[src/rtl/bitscan_pkg.sv]
// Shared types and helpers for the iterative bit-scan encoder.
package bitscan_pkg;

    typedef enum logic {
        IDLE = 1'b0,
        SCAN = 1'b1
    } state_t;

    function automatic int unsigned clog2(input int unsigned n);
        int unsigned r;
        r = 0;
        while ((64'd1 << r) < 64'(n)) begin
            r = r + 1;
        end
        return r;
    endfunction

endpackage

[src/rtl/bitscan_iter_pe_param.sv]
// Combinational highest-set-bit encoder, built as a halving tree of itself.
module pe_param
    import bitscan_pkg::*;
#(
    parameter int unsigned W = 32,
    localparam int unsigned IW = clog2(W)
) (
    input  logic [W-1:0]  vec,
    output logic [IW-1:0] out,
    output logic          v
);

    if (W == 2) begin : g_leaf
        assign out = vec[1];
        assign v   = |vec;
    end else begin : g_node
        localparam int unsigned H = W / 2;

        logic [IW-2:0] hi_idx;
        logic [IW-2:0] lo_idx;
        logic          hi_v;
        logic          lo_v;

        pe_param #(.W(H)) u_hi (
            .vec (vec[W-1:H]),
            .out (hi_idx),
            .v   (hi_v)
        );

        pe_param #(.W(H)) u_lo (
            .vec (vec[H-1:0]),
            .out (lo_idx),
            .v   (lo_v)
        );

        // Upper half wins whenever it has any set bit.
        assign v   = hi_v | lo_v;
        assign out = hi_v ? {1'b1, hi_idx} : {1'b0, lo_idx};
    end

endmodule

[src/rtl/bitscan_iter.sv]
// Sequential bit scanner: emits the index of every set bit of an accepted vector, one per beat.
module bitscan_iter
    import bitscan_pkg::*;
#(
    parameter int unsigned W = 32,
    localparam int unsigned IW = clog2(W)
) (
    input  logic          clk,
    input  logic          rst,
    input  logic          in_valid,
    output logic          in_ready,
    input  logic [W-1:0]  in_vec,
    input  logic          in_lsbf,
    output logic          out_valid,
    input  logic          out_ready,
    output logic [IW-1:0] out_idx,
    output logic          out_last,
    output logic          out_none,
    output logic          busy
);

    state_t        state;
    logic [W-1:0]  vec_q;
    logic          lsbf_q;
    logic          none_q;
    logic          in_ready_q;
    logic          out_valid_q;

    logic [W-1:0]  scan_vec;
    logic [IW-1:0] enc_idx;
    logic          enc_v;
    logic [W-1:0]  onehot;
    logic [W-1:0]  rest;

    // LSB-first reuses the MSB-first encoder on the mirrored vector.
    always_comb begin
        scan_vec = vec_q;
        if (lsbf_q) begin
            for (int unsigned i = 0; i < W; i++) begin
                scan_vec[i] = vec_q[W-1-i];
            end
        end
    end

    pe_param #(.W(W)) u_pe (
        .vec (scan_vec),
        .out (enc_idx),
        .v   (enc_v)
    );

    always_comb begin
        out_idx = '0;
        if (enc_v) begin
            out_idx = lsbf_q ? (IW'(W - 1) - enc_idx) : enc_idx;
        end
    end

    assign onehot    = W'(1) << out_idx;
    assign rest      = vec_q & ~onehot;
    assign in_ready  = in_ready_q;
    assign out_valid = out_valid_q;
    assign busy      = out_valid_q;
    assign out_last  = out_valid_q && (rest == '0);
    assign out_none  = out_valid_q && none_q;

    always_ff @(posedge clk) begin
        if (rst) begin
            state       <= IDLE;
            vec_q       <= '0;
            lsbf_q      <= 1'b0;
            none_q      <= 1'b0;
            in_ready_q  <= 1'b1;
            out_valid_q <= 1'b0;
        end else begin
            case (state)
                IDLE: begin
                    if (in_valid) begin
                        vec_q       <= in_vec;
                        lsbf_q      <= in_lsbf;
                        none_q      <= (in_vec == '0);
                        state       <= SCAN;
                        in_ready_q  <= 1'b0;
                        out_valid_q <= 1'b1;
                    end
                end
                SCAN: begin
                    if (out_ready) begin
                        vec_q <= rest;
                        if (rest == '0) begin
                            state       <= IDLE;
                            in_ready_q  <= 1'b1;
                            out_valid_q <= 1'b0;
                        end
                    end
                end
                default: begin
                    state       <= IDLE;
                    in_ready_q  <= 1'b1;
                    out_valid_q <= 1'b0;
                end
            endcase
        end
    end

endmodule
[config.mk]
export PLATFORM = sky130hd
export DESIGN_NAME = bitscan_iter
export DESIGN_NICKNAME = d
export VERILOG_FILES = /design/src/rtl/bitscan_pkg.sv /design/src/rtl/bitscan_iter_pe_param.sv /design/src/rtl/bitscan_iter.sv
export SDC_FILE = /design/constraint.sdc
export NUM_CORES = 1
export LEC_CHECK = 0
export BUFFER_PORTS_ARGS = -buffer_cell sky130_fd_sc_hd__buf_2
export CAP_MARGIN = 25
export CORE_MARGIN = 2
export CORE_UTILIZATION = 40
export CTS_BUF_LIST = sky130_fd_sc_hd__clkbuf_16
export DETAILED_ROUTE_END_ITERATION = 16
export SYNTH_ARGS = -nofsm -noshare
export SYNTH_HDL_FRONTEND = slang
export SYNTH_SLANG_ARGS = --single-unit
[constraint.sdc]
create_clock -name clk -period 11.8 [get_ports clk]
set_input_delay 2.36 -clock clk [delete_from_list [all_inputs] [get_ports clk]]
set_output_delay 2.36 -clock clk [all_outputs]
set_load 0.05 [all_outputs]
## Word-level counts from Yosys, hierarchy flattened

Index checks and enable logic that the tools add are counted.

| word-level totals | value |
|---|---|
| flip-flop bits (word level) | 37 |
| memories kept | 0 |
| ROM bits | 0 |
| output and inout port bits | 10 |
| logic and storage cells | 85 |
| bits in latches | 0 |
| RAM bits | 0 |
| bits of input ports | 37 |

| operators by class | value |
|---|---|
| shifts and indexed selects | 1 |
| eq/ne operators | 3 |
| mux-type cells | 33 |
| add/subtract/negate cells | 1 |
| bitwise logic cells | 18 |
| magnitude comparators | 0 |
| multipliers | 0 |
| div/mod/pow operators | 0 |
| reduce and logical (&&, ||, !) cells | 23 |

Operator list:

| cell | count |
|---|---|
| 32-bit two-way mux | 3 |
| 32-bit zero test | 2 |
| 32-bit case mux with 2 select lines | 1 |
| 32-bit bitwise AND | 1 |
| 32-bit inverter | 1 |
| 2-bit OR reduction | 16 |
| 1-bit by 5-bit << shifter with 32-bit output, first input constant | 1 |
| 2-bit two-way mux | 8 |
| 5-bit two-way mux | 3 |
| 1-bit OR | 15 |
| 3-bit two-way mux | 4 |
| 1-bit two-way mux | 9 |
| 4-bit two-way mux | 2 |
| 1-bit case mux with 2 select lines | 3 |
| 5-bit subtractor, first input constant | 1 |
| 2-bit inequality test, second input constant | 2 |
| 2-bit AND reduction | 2 |
| 3-bit AND reduction | 1 |
| 1-bit logical AND | 2 |
| 2-bit by 1-bit inequality test with 1-bit output, second input constant | 1 |
| 1-bit inverter | 1 |

## Depth between registers and ports, before layout

Gate-level depths: netlist of run 1.

| depth | value |
|---|---|
| word-level depth | 16 |
| depth in mapped cells | 17 |
| gate-level depth less buffers | 11 |

## Modules after synthesis

From an unflattened synthesis of run 1, not the netlist that was laid out.

| unflattened totals | value |
|---|---|
| cells, all modules | 450 |
| area, all modules | 3529.6 um^2 |

By module, submodules not included:

| module | seq. area each (um^2) | times used | area each (um^2) | cells an instance |
|---|---|---|---|---|
| bitscan_iter | 740.7 | 1 | 2780.2 | 362 |
| pe_param (u_pe.g_node.u_hi.g_node.u_hi.g_node.u_hi ...) | 0.0 | 8 | 28.8 | 3 |
| pe_param (u_pe.g_node.u_hi.g_node.u_hi.g_node.u_hi.g_node.u_hi ...) | 0.0 | 16 | 13.8 | 2 |
| pe_param (u_pe.g_node.u_hi.g_node.u_hi ...) | 0.0 | 4 | 36.3 | 4 |
| pe_param (u_pe.g_node.u_hi ...) | 0.0 | 2 | 47.5 | 5 |
| pe_param (u_pe) | 0.0 | 1 | 58.8 | 6 |

## Worst setup path after synthesis of run 1

No wires, ideal clock.

| path | value |
|---|---|
| path type | register -> output |
| from | register lsbf_q |
| to | output port out_last |
| arrival | 3591 ps |
| path buffers | 4 |
| required time | 9440 ps |
| setup slack | 5849 ps |
| stages on the path, launching flop included | 16 |
| path through | dfxtp_1 -> buf_2 -> buf_6 -> buf_2 -> nor3_1 -> a21oi_1 -> or3_1 -> buf_2 -> o31a_1 -> a21o_1 -> or3_1 -> nand3_1 -> o211ai_1 -> or4_1 -> nor2_1 -> and3_1 |

| between the ends | value |
|---|---|
| cells in the longest elaborated chain, start to end | 14 |
| elaborated cells on any way between the ends | 55 |
| classes of those cells | add/sub (1); shift (1); mux (18); bitwise (17); reduce/logical (18) |

Ends and longest elaborated chain:

| what | line | text |
|---|---|---|
| from (decl) | bitscan_iter.sv:24 | `logic lsbf_q;` |
| from (signal assigned) | bitscan_iter.sv:79 | `lsbf_q <= in_lsbf;` |
| 32-bit two-way mux | bitscan_iter.sv:38 | `if (lsbf_q) begin` |
| 2-bit OR reduction | bitscan_iter_pe_param.sv:15 | `assign v = \|vec;` |
| 2-bit two-way mux / 1-bit OR (equally long branches) | bitscan_iter_pe_param.sv:38, bitscan_iter_pe_param.sv:37 |  |
| 3-bit two-way mux / 1-bit OR (equally long branches) | bitscan_iter_pe_param.sv:38, bitscan_iter_pe_param.sv:37 |  |
| 4-bit two-way mux / 1-bit OR (equally long branches) | bitscan_iter_pe_param.sv:38, bitscan_iter_pe_param.sv:37 |  |
| 5-bit two-way mux | bitscan_iter_pe_param.sv:38 | `assign out = hi_v ? {1'b1, hi_idx} : {1'b0, lo_idx};` |
| 5-bit subtractor | bitscan_iter.sv:54 | `out_idx = lsbf_q ? (IW'(W - 1) - enc_idx) : enc_idx;` |
| 5-bit two-way mux | bitscan_iter.sv:54 |  |
| 5-bit two-way mux * | bitscan_iter.sv:53 | `if (enc_v) begin` |
| 1-bit by 5-bit << shifter with 32-bit output * | bitscan_iter.sv:58 | `assign onehot = W'(1) << out_idx;` |
| 32-bit inverter * | bitscan_iter.sv:59 | `assign rest = vec_q & ~onehot;` |
| 32-bit bitwise AND * | bitscan_iter.sv:59 |  |
| 32-bit zero test * | bitscan_iter.sv:63 | `assign out_last = out_valid_q && (rest == '0);` |
| 1-bit logical AND * | bitscan_iter.sv:63 |  |
| to (decl) | bitscan_iter.sv:17 | `output logic out_last,` |

Every way passes the cells marked *; elsewhere a longest branch is shown, timed or not.

## Worst setup path in the final report of run 1

Same ends and word-level chain as after synthesis.

==> results of run 1 <==
[layer usage]
metal,share of wire,wire [um],track usage,vias to the layer above
met2,0.45,6914,0.5336,278
met4,0.051,790,0.1619,0
met5,0,0,0,-
met1,0.41,6301,0.4610,2048
met3,0.094,1447,0.05012,60
li1,-,-,-,1953
[state kept, by name (all words and copies together) (netlist names)]
| register | flops |
|---|---|
| state | 1 |
| none_q | 1 |
| vec_q | 32 |
| in_ready | 1 |
| lsbf_q | 1 |
| busy | 1 |
[cell families after synthesis]
| group | after synthesis | synth area share |
|---|---|---|
| muxes | 3 | 0.008870 |
| AOI/OAI and AO/OA | 169 | 0.3507 |
| buffers and inverters | 57 | 0.07169 |
| and+or+nand+nor | 233 | 0.3474 |
| DFF | 37 | 0.2188 |
| xor gates and xnor gates | 1 | 0.002587 |
[area by class of cell]
type	count	area, um^2
clock inverter	1	5.005
tap	105	131.4
sequential	37	742.0
multi-input combinational	406	2402
fill	863	4502
inverter	17	63.81
clock buffer	5	125.1
timing repair buffer	48	245.2
[power groups by stage]
stage / Clock, mW / Combinational, mW / Sequential [mW]
finish: 0.126 / 0.235 / 0.156
global route: 0.133 / 0.251 / 0.157
CTS: 0.126 / 0.228 / 0.155
detailed placement: 0 / 0.227 / 0.158
global placement: 0 / 0.230 / 0.158
floorplan: 0 / 0.171 / 0.147
[critical path, stage by stage, from the launching register on]
cell,delay [ns]
sky130_fd_sc_hd__dfxtp_2,0.31
sky130_fd_sc_hd__buf_4,0.54
sky130_fd_sc_hd__nor3b_1,0.57
sky130_fd_sc_hd__o2bb2ai_2,0.26
sky130_fd_sc_hd__nor4_4,0.50
sky130_fd_sc_hd__o21ai_1,0.21
sky130_fd_sc_hd__o22ai_1,0.88
sky130_fd_sc_hd__nand2_1,0.40
sky130_fd_sc_hd__o221ai_1,0.36
sky130_fd_sc_hd__nand4_1,0.12
sky130_fd_sc_hd__a2111oi_0,0.67
sky130_fd_sc_hd__and3_1,0.25
sky130_fd_sc_hd__buf_2,0.26
[placed cells by master, fill, tap and decap left out, types with 4 or more instances in the layout]
cell / count
sky130_fd_sc_hd__or2_2: 6
sky130_fd_sc_hd__nand2_1: 57
sky130_fd_sc_hd__nand4_1: 14
sky130_fd_sc_hd__nor3b_1: 11
sky130_fd_sc_hd__a211oi_1: 22
sky130_fd_sc_hd__nor3_1: 25
sky130_fd_sc_hd__o211ai_1: 4
sky130_fd_sc_hd__and3_1: 4
sky130_fd_sc_hd__o221ai_1: 10
sky130_fd_sc_hd__clkbuf_16: 5
sky130_fd_sc_hd__a2111oi_0: 5
sky130_fd_sc_hd__buf_2: 46
sky130_fd_sc_hd__a31oi_1: 5
sky130_fd_sc_hd__nand3_1: 32
sky130_fd_sc_hd__o21ai_0: 24
sky130_fd_sc_hd__o22ai_1: 12
sky130_fd_sc_hd__o21a_1: 4
sky130_fd_sc_hd__nor2_1: 48
sky130_fd_sc_hd__or3_1: 10
sky130_fd_sc_hd__dfxtp_1: 36
sky130_fd_sc_hd__inv_1: 15
sky130_fd_sc_hd__a21oi_1: 32
sky130_fd_sc_hd__nor4_1: 13
sky130_fd_sc_hd__a221oi_1: 11
[path summary, 6_finish.rpt]
path	start	slack (ns)	cells past startpoint	end
worst max register to register	lsbf_q$_SDFFE_PP0P_	6.33	12	busy$_SDFFE_PP0P_
worst min register to register	in_ready$_SDFFE_PP1P_	0.47	1	in_ready$_SDFFE_PP1P_
worst max-delay path	lsbf_q$_SDFFE_PP0P_	3.80	12	out_last
worst min-delay path	in_ready$_SDFFE_PP1P_	0.47	1	in_ready$_SDFFE_PP1P_
==> metrics, run 1 <==
worst slack after detailed placement=4.244 ns; count of non-filler cells in the finished layout=619; nets in the synthesized netlist=537; Detailed Route WL=15.45 mm; die width=96 um; cell area power density=139.4 mW/mm^2; ratio of cells with drive above 1 in the final layout=0.1342; vias=4339; minimum setup slack in the final design=3.796 ns; first-pass GRT wire length=23.36 mm; DRT Pass-1 Iters=5; count of inserted antenna diode cells=0; transition time at the pin with the least slew margin=1.114 ns; First DRT Iteration DRCs=504; WHS=0.4657 ns; register share of total power=0.302; worst skew pair latency=0.28 ns; most instantiated library cell after synthesis=sky130_fd_sc_hd__nand2_1; total setup buffers inserted after CTS=0; full die area=0.009216 mm^2; proportion of netlist area held by the largest area contributor=0.2188; utilization after layout=0.4521; Final min period=8.004 ns; setup repair after global routing missed its margin=no; Via density=7.010; TritonCTS buffer count=5; net switching power=0.2409 mW; Max FO, Critical Path=75; height of the die=96 um; status=finished clean; VDD IR max=0.00005913 V; category of the critical setup timing path=flop to output pin; Placed Area=0.003585 mm^2; Synth Area per Inst=6.771 um^2; placed wire-length estimate after detailed placement=11.80 mm; number of instances resized during post-cts repair=0; leading post-synthesis cells by cell area=sky130_fd_sc_hd__dfxtp_1 22%, sky130_fd_sc_hd__nand2_1 6.3%, sky130_fd_sc_hd__nor2_1 5.3%; required time at the endpoint of the critical path=9.44 ns; clock skew after layout=0.006859 ns; TritonCTS clock tree=built; Post-DRT Antenna Nets=0; placeable core region=0.008217 mm^2; antenna violations before repair=0; count of cell types in the netlist=64; number of global-route vias before repair=3946; Clock transition at path regs=0.06 ns; post-synthesis sequential area ratio=0.2188; post-detailed-route wirelength per cell=24.96 um; type of the worst min-delay path=flop to flop; count of pins over their slew limit=0; DR DRC count=0; number of synthesized flops with an enable pin=0; Num Clock Sinks=37; kind of end point of the critical path=output pin; combinational share of power=0.454; starting density of the core=0.4121; Sw Ratio=0.4653; relative contribution of the clock network to total power=0.244; async set-or-reset flop fraction in the synthesized netlist=0; post-layout net count=552; internal portion of total power=0.2769 mW; Clock Tree Root=sky130_fd_sc_hd__clkbuf_16; final hold viol count=0; CTS Buffer Depth=2; predominant post-synthesis flop cell=sky130_fd_sc_hd__dfxtp_1; period utilization=0.6783; standard-cell row count=33; most numerous cell types in the synthesized netlist=57 x sky130_fd_sc_hd__nand2_1, 48 x sky130_fd_sc_hd__nor2_1, 37 x sky130_fd_sc_hd__dfxtp_1; Ports=47; Setup Viol. Count Final=0; Static Leakage=1.273 nW; number of H-tree levels=2; FF+latch count, synth=37; largest area contributor in the synthesized netlist=sky130_fd_sc_hd__dfxtp_1; aggregate global routing overflow=0; global-route total usage across every layer=0.3419; Rel. slew slack=0.2570; summed negative setup slack over all endpoints=0 ns; max-cap check violation count=0; cell area after synthesis=0.003386 mm^2; final instance area=0.003715 mm^2; cell count after synthesis=500; area overhead of the layout relative to synthesis=9.719%; number of port buffers=46; power consumption=0.5177 mW; max frequency=0.1249 GHz; worst path arrival time=5.64 ns; largest net degree at the start of global routing=76; # hold bufs at CTS=0; Yosys warnings=0; Setup crit start kind=flop; final estimated routing congestion in global placement=1.011; count of placed standard cells including taps=613
Power figures use the tool's default switching activity.
==> run 2, diff against run 1 <==
==> constraint.sdc (replaced) <==
create_clock -name clk -period 8.2 [get_ports clk]
set_input_delay 1.64 -clock clk [delete_from_list [all_inputs] [get_ports clk]]
set_output_delay 1.64 -clock clk [all_outputs]
set_load 0.05 [all_outputs]
==> metrics, run 2 (same netlist as run 1, synthesis figures left out) <==
status=finished clean; first-pass GRT wire length=23.78 mm (+1.8%); max frequency=0.1417 GHz; clock skew after layout=0.004703 ns (-0.002156 ns); worst slack after detailed placement=1.633 ns (-2.611 ns); number of global-route vias before repair=4047 (+2.6%); transition time at the pin with the least slew margin=1.060 ns (-0.05455 ns); post-detailed-route wirelength per cell=25.40 um (+1.8%); Reg2Reg Setup Slack=2.96 ns (-3.37 ns); ratio of cells with drive above 1 in the final layout=0.1357 (+0.001418); Clock Tree Root=sky130_fd_sc_hd__clkbuf_16; TritonCTS clock tree=built; DR DRC count=0 (unchanged); most used cells in the layout excluding fill and tap cells=57 x sky130_fd_sc_hd__nand2_1, 48 x sky130_fd_sc_hd__nor2_1, 46 x sky130_fd_sc_hd__buf_2, 36 x sky130_fd_sc_hd__dfxtp_1; global-route total usage across every layer=0.3508 (+0.008900); largest net degree at the start of global routing=38 (-50%); placed wire-length estimate after detailed placement=12.08 mm (+2.4%); number of port buffers=46 (unchanged); max reg flops=32 (unchanged); power consumption=0.7515 mW (+45%); Max FO, Critical Path=34 (-55%); First DRT Iteration DRCs=406 (-19%); kind of end point of the critical path=output pin; CTS Buffer Depth=2 (unchanged); final estimated routing congestion in global placement=1.084 (+7.3%); Static Leakage=1.276 nW (+0.24%); layout filler cell count=859 (-0.46%); height of the die=96 um (unchanged); vias=4456 (+2.7%); period utilization=0.8608; worst reg2reg path endpoint=state$_SDFF_PP0_; sequential cell area in the final layout=742.0 um^2 (unchanged); required time at the endpoint of the critical path=6.56 ns (-2.88 ns); DRT Pass-1 Iters=5 (unchanged); TritonCTS buffer count=5 (unchanged); worst path arrival time=5.42 ns (-0.22 ns); number of instances resized during post-cts repair=0 (unchanged); most common cell after layout, fill and taps aside=sky130_fd_sc_hd__nand2_1; aggregate global routing overflow=0 (unchanged); Post-DRT Antenna Nets=0 (unchanged); source of the worst register-to-register timing path=lsbf_q$_SDFFE_PP0P_; number of cells on the worst reg-to-reg path=11 (-1); end point of the most critical hold path=none_q$_SDFFE_PP0P_; Setup crit start kind=flop; category of the critical setup timing path=flop to output pin; Final min period=7.059 ns; total setup buffers inserted after CTS=0 (unchanged); count of pins over their slew limit=0 (unchanged); footprint of the multi-input gates=0.002402 mm^2 (unchanged); minimum setup slack in the final design=1.141 ns (-2.655 ns); antenna violations before repair=0 (unchanged); VDD IR max=0.0001028 V (+74%); Most flops, register=vec_q; Num Clock Sinks=37 (unchanged); Rel. slew slack=0.2934 (+0.03636); hold path start=none_q$_SDFFE_PP0P_; Cells on Worst Hold Path=2 (+1); starting density of the core=0.4121 (unchanged); Ports=47 (unchanged); worst skew pair latency=0.28 ns (about the same); full die area=0.009216 mm^2 (unchanged); Setup Viol. Count Final=0 (unchanged); setup repair after global routing missed its margin=no; # hold bufs at CTS=0 (unchanged); summed negative setup slack over all endpoints=0 ns (unchanged); Clock transition at path regs=0.06 ns (about the same); number of H-tree levels=2 (unchanged); area overhead of the layout relative to synthesis=10.13%; count of inserted antenna diode cells=0 (unchanged); Detailed Route WL=15.78 mm (+2.1%); cell area power density=201.6 mW/mm^2 (+45%); type of the worst min-delay path=flop to flop; max-cap check violation count=0 (unchanged); standard-cell row count=33 (unchanged); die width=96 um (unchanged); placeable core region=0.008217 mm^2 (unchanged); final hold viol count=0 (unchanged); Via density=7.176 (+2.4%); post-layout net count=553 (+0.18%)
run 2: changes by cell type in the layout (fill, tap and decap cells not counted), sizes merged:
cell      previous run  this run
buf                 48        49
clkinvlp             0         1
run 2: per-stage QoR:
stage / hold slack, ns / utilization / cell area [um^2] / cells
2_1_floorplan: 0.4273 / - / 3386 / 500
6_report: 0.4530 / 0.4538 / 3729 / 621
4_1_cts: 0.4584 / 0.4538 / 3729 / 621
3_3_place_gp: 0.4423 / 0.4372 / 3592 / 614
3_5_place_dp: 0.4482 / 0.4372 / 3592 / 614
5_1_grt: 0.4866 / 0.4538 / 3729 / 621
run 2: cell type report:
| cell class | instances | area share |
|---|---|---|
| Clock buffer | 5 | 0.03356 |
| Multi-Input combinational cell | 406 | 0.6443 |
| Tap cell | 105 | 0.03523 |
| Inverter | 17 | 0.01711 |
| Timing Repair Buffer | 49 | 0.06779 |
| Sequential cell | 37 | 0.1990 |
| Clock inverter | 2 | 0.003020 |
run 2: worst max path at each step:
stage                              from       end  slack, ns  cells after the start
global placement    lsbf_q$_SDFFE_PP0P_  out_last       1.77                     12
detailed placement  lsbf_q$_SDFFE_PP0P_  out_last       1.63                     11
CTS                 lsbf_q$_SDFFE_PP0P_  out_last       1.33                     11
floorplan           lsbf_q$_SDFFE_PP0P_  out_last       2.97                     15
global route        lsbf_q$_SDFFE_PP0P_  out_last       0.89                     11
finish              lsbf_q$_SDFFE_PP0P_  out_last       1.14                     11
run 2: power by group:
part	internal, mW	leakage (nW)	total, mW	switching [mW]
sequential	0.194	0.306	0.227	0.0329
clock	0.110	0.0633	0.183	0.0728
combinational	0.0959	0.907	0.342	0.246
total	0.400	1.28	0.752	0.352
run 2: worst max-delay path, cell delays in order, from the launching register on:
cell	delay, ns
sky130_fd_sc_hd__dfxtp_2	0.67
sky130_fd_sc_hd__nor3b_1	0.52
sky130_fd_sc_hd__a2bb2o_1	0.49
sky130_fd_sc_hd__nor4_4	0.35
sky130_fd_sc_hd__o21ai_1	0.16
sky130_fd_sc_hd__o22ai_1	0.83
sky130_fd_sc_hd__nand2_1	0.39
sky130_fd_sc_hd__o221ai_1	0.36
sky130_fd_sc_hd__nand4_1	0.12
sky130_fd_sc_hd__a2111oi_0	0.72
sky130_fd_sc_hd__and3_1	0.25
sky130_fd_sc_hd__buf_2	0.26
run 2: layer usage:
layer | track usage | wire length, um | vias to the layer above | part of all wire
met1 | 0.4661 | 6406 | 2099 | 0.41
met3 | 0.05168 | 1445 | 63 | 0.092
met2 | 0.5503 | 6990 | 347 | 0.44
met4 | 0.1774 | 933 | 0 | 0.059
li1 | - | - | 1947 | -
met5 | 0 | 0 | - | 0
==> run 3, diff against run 2 <==
--- a/config.mk
+++ b/config.mk
@@ -7,9 +7,9 @@
 export LEC_CHECK = 0
 export BUFFER_PORTS_ARGS = -buffer_cell sky130_fd_sc_hd__buf_2
 export CAP_MARGIN = 25
-export CORE_MARGIN = 2
+export CORE_ASPECT_RATIO = 1.1
+export CORE_MARGIN = 5
 export CORE_UTILIZATION = 40
-export CTS_BUF_LIST = sky130_fd_sc_hd__clkbuf_16
 export DETAILED_ROUTE_END_ITERATION = 16
 export SYNTH_ARGS = -nofsm -noshare
 export SYNTH_HDL_FRONTEND = slang
==> metrics, run 3 (same netlist as run 1, synthesis figures left out) <==
setup repair after global routing missed its margin=no; worst slack after detailed placement=1.242 ns (-0.3909 ns); sum of buffers and inverters on the critical path=2 (+1); final hold viol count=0 (unchanged); worst-path cell with the longest stage delay=sky130_fd_sc_hd__dfxtp_2; Clock transition at path regs=0.08 ns (+0.02 ns); internal portion of total power=0.3484 mW (-13%); hold path start=none_q$_SDFFE_PP0P_; critical path depth=12 (+1); worst reg2reg path endpoint=state$_SDFF_PP0_; aggregate global routing overflow=0 (unchanged); first-pass GRT wire length=23.54 mm (-0.99%); TritonCTS clock tree=built; Post-DRT Antenna Nets=0 (unchanged); max frequency=0.1350 GHz (-4.7%); combinational share of power=0.485 (+0.030); number of H-tree levels=2 (unchanged); Worst setup startpoint=lsbf_q$_SDFFE_PP0P_; global-route total usage across every layer=0.2939 (-0.05693); number of port buffers=46 (unchanged); Detailed Route WL=15.73 mm (-0.29%); full die area=0.01041 mm^2 (+13%); chain of cells forming the critical path=buf_4 > nor3b_1 > o22ai_1 > nor4_4 > o21ai_1 > o22ai_1 > nand2_1 > o221ai_1 > nand4_1 > a2111oi_0 > and3_1 > buf_2; relative contribution of the clock network to total power=0.186 (-0.057); CTS Buffer Depth=2 (unchanged); most used cells in the layout excluding fill and tap cells=57 x sky130_fd_sc_hd__nand2_1, 48 x sky130_fd_sc_hd__nor2_1, 46 x sky130_fd_sc_hd__buf_2, 36 x sky130_fd_sc_hd__dfxtp_1; Final min period=7.405 ns (+0.3465 ns); net switching power=0.3447 mW (-2.0%); WHS=0.4589 ns (+0.005894 ns); status=finished clean; post-layout net count=552 (-0.18%); count of pins over their slew limit=0 (unchanged); largest net degree at the start of global routing=53 (+39%); power consumption=0.6931 mW (-7.8%); dominant delay contributor by cell family on the critical path=compound AO/OA/AOI/OAI gates; Static Leakage=1.252 nW (-1.9%); register share of total power=0.329 (+0.027); area overhead of the layout relative to synthesis=8.536%; required time at the endpoint of the critical path=6.56 ns (about the same); Rel. slew slack=0.3827 (+0.08930); cell area power density=188.6 mW/mm^2 (-6.4%); height of the die=106.5 um (+11%); transition time at the pin with the least slew margin=0.9237 ns (-0.1362 ns); number of global-route vias before repair=4023 (-0.59%); antenna violations before repair=0 (unchanged); clock skew after layout=0.008911 ns (+0.004209 ns); source of the worst register-to-register timing path=lsbf_q$_SDFFE_PP0P_; Via density=6.931 (-3.4%); DR DRC count=0 (unchanged); TritonCTS buffer count=5 (unchanged); starting density of the core=0.4069 (-0.005143); Setup crit start kind=flop; vias=4346 (-2.5%); kind of end point of the critical path=output pin; VDD IR max=0.00009201 V (-10%); type of the worst min-delay path=flop to flop; Placed Area=0.003592 mm^2 (unchanged); Setup Viol. Count Final=0 (unchanged); Most flops, register=vec_q; cell type with the highest occurrence count on the critical path=sky130_fd_sc_hd__o22ai_1; summed negative setup slack over all endpoints=0 ns (unchanged); placed wire-length estimate after detailed placement=12.25 mm (+1.4%); Largest stage delay, worst path=0.87 ns (+0.04 ns); standard-cell row count=35 (+6.1%); endpoint of the worst setup timing path=out_last; worst path arrival time=5.77 ns (+0.35 ns); number of cells on the worst reg-to-reg path=12 (+1); Sw Ratio=0.4973 (+0.02933); DRT Pass-1 Iters=5 (unchanged); worst skew pair latency=0.30 ns (+0.02 ns); layout filler cell count=904 (+5.2%); # hold bufs at CTS=0 (unchanged); Num Clock Sinks=37 (unchanged); period utilization=0.9031 (+0.04226); number of instances resized during post-cts repair=0 (unchanged); final instance area=0.003675 mm^2 (-1.4%); placeable core region=0.008320 mm^2 (+1.3%); total setup buffers inserted after CTS=0 (unchanged); minimum setup slack in the final design=0.7946 ns (-0.3465 ns); max-cap check violation count=0 (unchanged); Ports=47 (unchanged); count of inserted antenna diode cells=0 (unchanged); die width=97.72 um (+1.8%); most common cell after layout, fill and taps aside=sky130_fd_sc_hd__nand2_1; First DRT Iteration DRCs=563 (+39%); max reg flops=32 (unchanged); ratio of cells with drive above 1 in the final layout=0.1357 (unchanged); Clock Tree Root=sky130_fd_sc_hd__clkbuf_8; post-detailed-route wirelength per cell=25.09 um (-1.2%); category of the critical setup timing path=flop to output pin; Max FO, Critical Path=52 (+53%); Reg2Reg Setup Slack=2.66 ns (-0.30 ns); final estimated routing congestion in global placement=1.003 (-7.4%)
[run 3: worst min-delay path by stage]
stage	end	slack [ns]	depth (start not counted)
final	none_q$_SDFFE_PP0P_	0.46	2
after global routing	none_q$_SDFFE_PP0P_	0.48	2
after global placement	none_q$_SDFFE_PP0P_	0.44	2
after CTS	none_q$_SDFFE_PP0P_	0.46	2
after detailed placement	none_q$_SDFFE_PP0P_	0.45	2
after floorplan	none_q$_SDFFE_PP0P_	0.43	2
[run 3: metal layers]
metal  GRT usage  part of all wire  vias to the layer above  wire length [um]
li1            -                 -                     1953                 -
met1      0.3623              0.39                     2042              6191
met2      0.4829              0.45                      288              7117
met3     0.04987             0.090                       63              1412
met4      0.1662             0.064                        0              1008
met5           0                 0                        -                 0
[run 3: area by class of cell]
type / count / area, um^2 / area share
Clock inverter: 2 / 10.01 / 0.002724
Inverter: 17 / 63.81 / 0.01736
Timing Repair Buffer: 48 / 245.2 / 0.06673
Multi-Input combinational cell: 406 / 2402 / 0.6537
Sequential cell: 37 / 742.0 / 0.2019
Tap cell: 111 / 138.9 / 0.03779
Clock buffer: 6 / 72.57 / 0.01975
[run 3: power by group through the flow]
| stage | Clock [mW] | Combinational (mW) | Sequential, mW |
|---|---|---|---|
| 2_1_floorplan | 0 | 0.246 | 0.211 |
| 3_3_place_gp | 0 | 0.329 | 0.230 |
| 5_1_grt | 0.136 | 0.358 | 0.229 |
| 6_report | 0.129 | 0.336 | 0.228 |
| 3_5_place_dp | 0 | 0.326 | 0.230 |
| 4_1_cts | 0.130 | 0.327 | 0.226 |
[run 3: tightest hold or removal path, stage by stage, from the launching register on]
cell and delay, ns:
sky130_fd_sc_hd__dfxtp_1 0.32, sky130_fd_sc_hd__nand2_1 0.05, sky130_fd_sc_hd__a21oi_1 0.05
[run 3: stage by stage]
stage,std cells,util
2_1_floorplan,500,-
5_1_grt,627,0.4417
6_report,627,0.4417
4_1_cts,627,0.4417
3_3_place_gp,619,0.4317
3_5_place_dp,619,0.4317
